**config.mk**
```make
export PLATFORM = sky130hd
export DESIGN_NAME = dmem_sram_ctrl
export DESIGN_NICKNAME = d
export VERILOG_FILES = /design/src/rtl/cpu_defs.sv /design/src/rtl/dmem_sram_ctrl.sv
export SDC_FILE = /design/constraint.sdc
export NUM_CORES = 1
export LEC_CHECK = 0
export BUFFER_PORTS_ARGS = -buffer_cell sky130_fd_sc_hd__buf_2
export CAP_MARGIN = 20
export CORE_ASPECT_RATIO = 1.1
export CORE_UTILIZATION = 52
export CTS_BUF_LIST = sky130_fd_sc_hd__clkbuf_4
export CTS_CLUSTER_DIAMETER = 80
export CTS_CLUSTER_SIZE = 20
export DETAILED_ROUTE_END_ITERATION = 10
export GPL_TIMING_DRIVEN = 0
export PLACE_DENSITY_LB_ADDON = 0.05
export RECOVER_POWER = 25
export SLEW_MARGIN = 25
export SYNTH_ARGS = -nofsm -noshare
export SYNTH_HDL_FRONTEND = slang
export SYNTH_SLANG_ARGS = --single-unit
```
**constraint.sdc**
```tcl
create_clock -name clk -period 8.7 [get_ports clk]
set_clock_uncertainty 0.05 [all_clocks]
set_input_delay 2.175 -clock clk [delete_from_list [all_inputs] [get_ports clk]]
set_output_delay 2.175 -clock clk [all_outputs]
set_load 0.01 [all_outputs]
```
**src/rtl/cpu_defs.sv**
```systemverilog
// Shared CPU definitions: hazard-unit handshake type and access size encoding.
package cpu_defs;

    typedef struct packed {
        logic busy;
        logic ok;
    } busy_ok_t;

    localparam logic [1:0] SIZE_BYTE = 2'd0;
    localparam logic [1:0] SIZE_HALF = 2'd1;
    localparam logic [1:0] SIZE_WORD = 2'd2;

endpackage

```
**src/rtl/dmem_sram_ctrl.sv**
```systemverilog
// MEM-stage data memory controller bridging the pipeline to an sram-like bus,
// with one transaction outstanding and cancellation draining.
module dmem_sram_ctrl
    import cpu_defs::*;
#(
    parameter int DW = 32,
    parameter int AW = 32
) (
    input  logic          clk,
    input  logic          rst,
    input  logic          m_req,
    input  logic          m_wr,
    input  logic [1:0]    m_size,
    input  logic [AW-1:0] m_addr,
    input  logic [DW-1:0] m_wdata,
    input  logic          m_hold,
    input  logic          m_flush,
    output busy_ok_t      idmem,
    output logic [DW-1:0] m_rdata,
    output logic          data_req,
    output logic          data_wr,
    output logic [1:0]    data_size,
    output logic [AW-1:0] data_addr,
    output logic [DW-1:0] data_wdata,
    input  logic          data_addr_ok,
    input  logic          data_data_ok,
    input  logic [DW-1:0] data_rdata
);

    typedef enum logic [2:0] {IDLE, ADDR, DATA, DONE, DRAIN} state_t;

    state_t        state_q, state_d;
    logic          cancel_q, cancel_d;
    logic          wr_q;
    logic [1:0]    size_q;
    logic [AW-1:0] addr_q;
    logic [DW-1:0] wdata_q;
    logic [DW-1:0] rdata_q;
    logic          issue, busy, ok, capture;

    always_ff @(posedge clk or posedge rst) begin
        if (rst) begin
            state_q  <= IDLE;
            cancel_q <= 1'b0;
            wr_q     <= 1'b0;
            size_q   <= '0;
            addr_q   <= '0;
            wdata_q  <= '0;
            rdata_q  <= '0;
        end else begin
            state_q  <= state_d;
            cancel_q <= cancel_d;
            if (issue) begin
                wr_q    <= m_wr;
                size_q  <= m_size;
                addr_q  <= m_addr;
                wdata_q <= m_wdata;
            end
            if (capture)
                rdata_q <= data_rdata;
        end
    end

    always_comb begin
        state_d    = state_q;
        cancel_d   = cancel_q;
        issue      = 1'b0;
        busy       = 1'b0;
        ok         = 1'b0;
        capture    = 1'b0;
        data_req   = 1'b0;
        data_wr    = wr_q;
        data_size  = size_q;
        data_addr  = addr_q;
        data_wdata = wdata_q;

        case (state_q)
            IDLE: begin
                cancel_d = 1'b0;
                // Issue cycle drives the live m_* fields; later cycles use the latched copy.
                if (m_req && !m_flush && !rst) begin
                    issue      = 1'b1;
                    data_req   = 1'b1;
                    data_wr    = m_wr;
                    data_size  = m_size;
                    data_addr  = m_addr;
                    data_wdata = m_wdata;
                    busy       = !(data_addr_ok && data_data_ok);
                    if (data_addr_ok && data_data_ok) begin
                        ok      = 1'b1;
                        capture = !m_wr;
                        state_d = DONE;
                    end else if (data_addr_ok) begin
                        state_d = DATA;
                    end else begin
                        state_d = ADDR;
                    end
                end
            end
            ADDR: begin
                data_req = 1'b1;
                busy     = 1'b1;
                if (data_addr_ok) begin
                    if (cancel_q || m_flush)
                        state_d = data_data_ok ? IDLE : DRAIN;
                    else if (data_data_ok) begin
                        ok      = 1'b1;
                        capture = !wr_q;
                        state_d = DONE;
                    end else
                        state_d = DATA;
                end else if (m_flush) begin
                    cancel_d = 1'b1;
                end
            end
            DATA: begin
                busy = 1'b1;
                if (m_flush)
                    state_d = data_data_ok ? IDLE : DRAIN;
                else if (data_data_ok) begin
                    ok      = 1'b1;
                    capture = !wr_q;
                    state_d = DONE;
                end
            end
            DONE: begin
                if (m_flush || !m_hold)
                    state_d = IDLE;
            end
            DRAIN: begin
                if (data_data_ok)
                    state_d = IDLE;
            end
            default: state_d = IDLE;
        endcase

        idmem   = '{busy: busy, ok: ok};
        m_rdata = capture ? data_rdata : rdata_q;
    end

endmodule
```
After elaboration in Yosys (flattened, before gate mapping)
Cells that the tools add are included.
- register bits after elaboration: 103
- bits in latches: 0
- RAM bits: 0
- memory bits (read-only): 0
- input port bits: 106
- output and inout bits: 102
- logic and storage cells: 77
- memories: 0
- $add $sub $neg: 0
- $mul: 0
- div/mod/pow operators: 0
- order comparisons: 0
- equality and inequality tests: 11
- shifts and indexed selects: 0
- mux-type cells: 43
- bitwise logic cells: 0
- reductions and logical operators: 16
- operators with widths (kind ; number):
    32-bit 2-to-1 mux ; 5
    3-bit 2-to-1 mux ; 8
    1-bit 2-to-1 mux ; 20
    3-bit one-hot mux with 5 select lines ; 1
    2-bit != test, second input constant ; 6
    2-bit 2-to-1 mux ; 4
    3-bit by 2-bit equality test with 1-bit output, second input constant ; 2
    1-bit zero test ; 6
    1-bit one-hot mux with 2 select lines ; 3
    1-bit one-hot mux with 3 select lines ; 2
    5-bit AND reduction ; 1
    3-bit by 1-bit equality test with 1-bit output, second input constant ; 1
    3-bit equality test, second input constant ; 1
    1-bit logical AND ; 3
    3-bit zero test ; 1
    3-bit != test, second input constant ; 1
    3-bit AND reduction ; 1
    1-bit logical OR ; 2
    2-bit nonzero test ; 1
    2-bit OR reduction ; 1

Depth between registers and ports, before layout
- word-level depth: 6
- mapped depth: 8

Worst setup path before layout
No wires, ideal clock.
- path kind: input -> output
- start point: input m_req
- end point: output m_rdata[0]
- data arrival time: 3.363 ns
- data required time: 6.475 ns
- setup slack: 3.112 ns
- stages on the path: 5
- path through: nor2b_1 > nand3_2 > o31ai_4 > buf_6 > mux2_4
- word-level cells in the longest chain between the ends: 5
- ends and longest elaborated chain (item ; line ; text):
    from (decl) ; dmem_sram_ctrl.sv:11 ; input logic m_req,
    1-bit logical AND (2 in series) ; dmem_sram_ctrl.sv:81 ; if (m_req && !m_flush && !rst) begin
    1-bit 2-to-1 mux ; dmem_sram_ctrl.sv:81 ;
    1-bit one-hot mux with 3 select lines ; dmem_sram_ctrl.sv:77 ; case (state_q)
    32-bit 2-to-1 mux ; - ;
    to (decl) ; dmem_sram_ctrl.sv:19 ; output logic [DW-1:0] m_rdata,
No other way between the ends.

Worst setup path after layout
- start point: input m_flush
- end point: output idmem[1] (netlist bit)
- word-level cells in the longest chain between the ends: 5
- ends and longest elaborated chain (item ; line ; text):
    from (decl) ; dmem_sram_ctrl.sv:17 ; input logic m_flush,
    1-bit zero test ; dmem_sram_ctrl.sv:81 ;
    1-bit logical AND (2 in series) ; dmem_sram_ctrl.sv:81 ;
    1-bit 2-to-1 mux ; dmem_sram_ctrl.sv:81 ;
    1-bit one-hot mux with 2 select lines ; dmem_sram_ctrl.sv:77 ;
    to (decl) ; dmem_sram_ctrl.sv:18 ; output busy_ok_t idmem,
No other way between the ends.

==> flow_metrics.py <==
metrics = {
    "status": {
        "outcome": "complete, but fails checks",
        "violations": "max-capacitance violations, max-slew violations",
    },
    "placed_design": {
        "io_buffers": 207,
        "gp_congestion": 0.7875,
        "dp_hpwl_um": 7262,
        "placed_area_um2": 5694,
        "dp_slack_ns": 2.576,
    },
    "logic_synthesis": {
        "syn-mean-instance-area_um2": 9.526,
        "yosysSeqAreaShare": 0.5745,
        "synth_fp_nets": 577,
        "ys_types": 35,
        "ys.warnings.count": 0,
        "synth_edf_count": 0,
        "synth_top_flop_cell": "dfrtp_1",
        "synthArstFlopShare": 1.000,
        "syn_area_um2": 4487,
        "synth_top_area_frac": 0.5745,
        "synth_top_cell_by_area": "dfrtp_1",
        "syn_inst": 471,
        "synthTopCellsByArea": "dfrtp_1 (57%), nand2_1 (23%), mux2_4 (10%)",
        "ys_ff_latch": 103,
    },
    "finish": {
        "final_layout_size_suffix_gt1_frac": 0.3842,
        "num_antenna_cells": 0,
        "final_common_cell": "nand2_1",
        "final_cell_mix": "nand2_1 (269), buf_2 (206), dfrtp_1 (103)",
        "area_delta_synth_final_pct": 29.28,
        "nNetsFinal": 796,
        "final_cell_area_um2": 5801,
    },
    "floorplan": {
        "start_util": 0.5364,
        "core-area_um2": 8364,
        "rows": 35,
        "die_w_um": 90.57,
        "io_pins": 208,
        "die-area_um2": 9004,
        "fp.dieH_um": 99.43,
    },
    "clock_tree": {
        "cts_tree": "built",
        "cts_buffer_depth": 2,
        "clock-sinks": 103,
        "cts_hold_buf": 0,
        "cts_resized": 0,
        "clk_pin_slew_ns": 0.15,
        "cts_root_buf": "clkbuf_4",
        "postCtsSetupRepairBufs": 0,
        "htree_levels": 3,
        "cts_buffers": 9,
        "clk_latency_ns": 0.43,
    },
    "detailed_routing": {
        "ant_nets": 0,
        "num_vias": 3801,
        "wl_per_cell_um": 11.86,
        "drc": 0,
        "viasPerCell": 4.716,
        "drt_iter0_markers": 115,
        "wirelength_um": 9563,
        "drtPass1Iterations": 7,
    },
    "critical_path": {
        "critical_path_class": "input port to output port",
        "worstPathArrival_ns": 3.91,
        "cp_max_fo": 10,
        "critPathRequiredTime_ns": 6.48,
        "crit_slowest_cell": "clkbuf_1",
        "worstPathCellList": "clkbuf_1 -> nor2_4 -> and3_1 -> clkbuf_1 -> clkbuf_1 -> nand2_1 -> o21ai_0 -> buf_4 -> buf_2",
        "critical_path.endpoint_type": "output port",
        "worst_path_largest_cell_delay_ns": 0.38,
        "cp_common_cell": "clkbuf_1",
        "startpoint_type": "input port",
    },
    "timing": {
        "worstMarginPinSlew_ns": 2.724,
        "slew_headroom": -0.8159,
        "finalCriticalPeriod_ns": 6.136,
        "rsz0062_at_grt": "false",
        "tns_ns": 0,
        "slew_viol_final": 106,
        "fmax_mhz": 163.0,
        "setup_viol": 0,
        "min_period_over_period": 0.7053,
        "worst_slack_ns": 2.564,
        "hold_viol": 0,
    },
    "global_routing": {
        "antenna_found_initial": 0,
        "grt.total_usage": 0.2202,
        "grt_pass1_wl_um": 15670,
        "grt_max_degree": 54,
        "grt.overflow.total": 0,
        "first_global_vias": 3531,
    },
    "pwr": {
        "power.leakage_nw": 3.490,
        "vdd_drop_max_mv": 0.1702,
        "p_per_area_nw_per_um2": 333.9,
    },
    "hold_path": {
        "hold_class": "flip-flop to flip-flop",
    },
    "flow_run": {
        "drv_cap": 2,
    },
}
cells by family (layout without fill, tap and decap cells):
logic type	after synthesis	in the layout	share of synthesized area
AO/OA/AOI/OAI	18	18	0.03096
multiplexers	33	33	0.1076
flip-flops	103	103	0.5745
AND/OR/NAND/NOR	290	290	0.2557
buffers and inverters	27	251	0.03123
metal layers:
metal,global-route usage,part of all wire
met1,0.2711,0.42
met2,0.3660,0.47
met3,0.05963,0.080
met4,0.09677,0.023
met5,0,0
area by class of cell:
class	count	area, µm²
clock buffers	10	75.07
clock inverters	6	61.31
inverters	4	16.27
well taps	111	138.9
plain buffers	23	125.1
fillers	734	2564
repair buffers	208	1037
multi-input cells	341	1769
flip-flops and latches	103	2577
where the power goes:
group          internal [W]  leakage (nW)  switching (W)  total, W
sequential         0.000707          1.28      0.0000655  0.000773
combinational      0.000417          2.14       0.000509  0.000926
clock             0.0000896        0.0677       0.000149  0.000238
sequential cells by signal, summed over array words and instances, names as in the netlist:
register	count
size_q	2
addr_q	32
state_q	3
rdata_q	32
wdata_q	32
cancel_q	1
wr_q	1
worst paths after layout:
check / cells after the start / to / slack, ns / start
min in group asynchronous: 2 / rdata_q[30]$_DFF_PP0_ / 2.23 / rst
hold reg to reg: 2 / wdata_q[26]$_DFFE_PP0P_ / 0.43 / wdata_q[26]$_DFFE_PP0P_
setup / recovery: 9 / idmem[1] / 2.56 / m_flush
hold / removal: 2 / wdata_q[26]$_DFFE_PP0P_ / 0.43 / wdata_q[26]$_DFFE_PP0P_
max in group asynchronous: 3 / wdata_q[2]$_DFFE_PP0P_ / 3.10 / rst
setup reg to reg: 5 / rdata_q[7]$_DFF_PP0_ / 6.68 / state_q[2]$_DFFE_PP0P_
synthesized netlist by cell type (3+ instances only):
library cell	n
buf_1	3
buf_4	4
buf_6	3
clkbuf_1	12
dfrtp_1	103
inv_1	4
mux2_4	30
nand2_1	269
nor2_1	5
nor2b_1	3
o21ai_0	7
per-stage QoR:
stage	instances	utilization	total power, W	hold slack, ns
floorplan	471	-	0.001364	0.3825
global placement	789	0.6769	0.001695	0.3930
global route	806	0.6935	0.002093	0.4489
detailed placement	790	0.6808	0.001723	0.3993
finish	806	0.6935	0.001937	0.4274
CTS	806	0.6971	0.001964	0.4324
critical path: cells and delay by family:
family          cells  cell delay [ns]
compound gates      1             0.09
buf+inv             5             1.18
simple gates        3             0.46
Power figures use the tool's default switching activity.
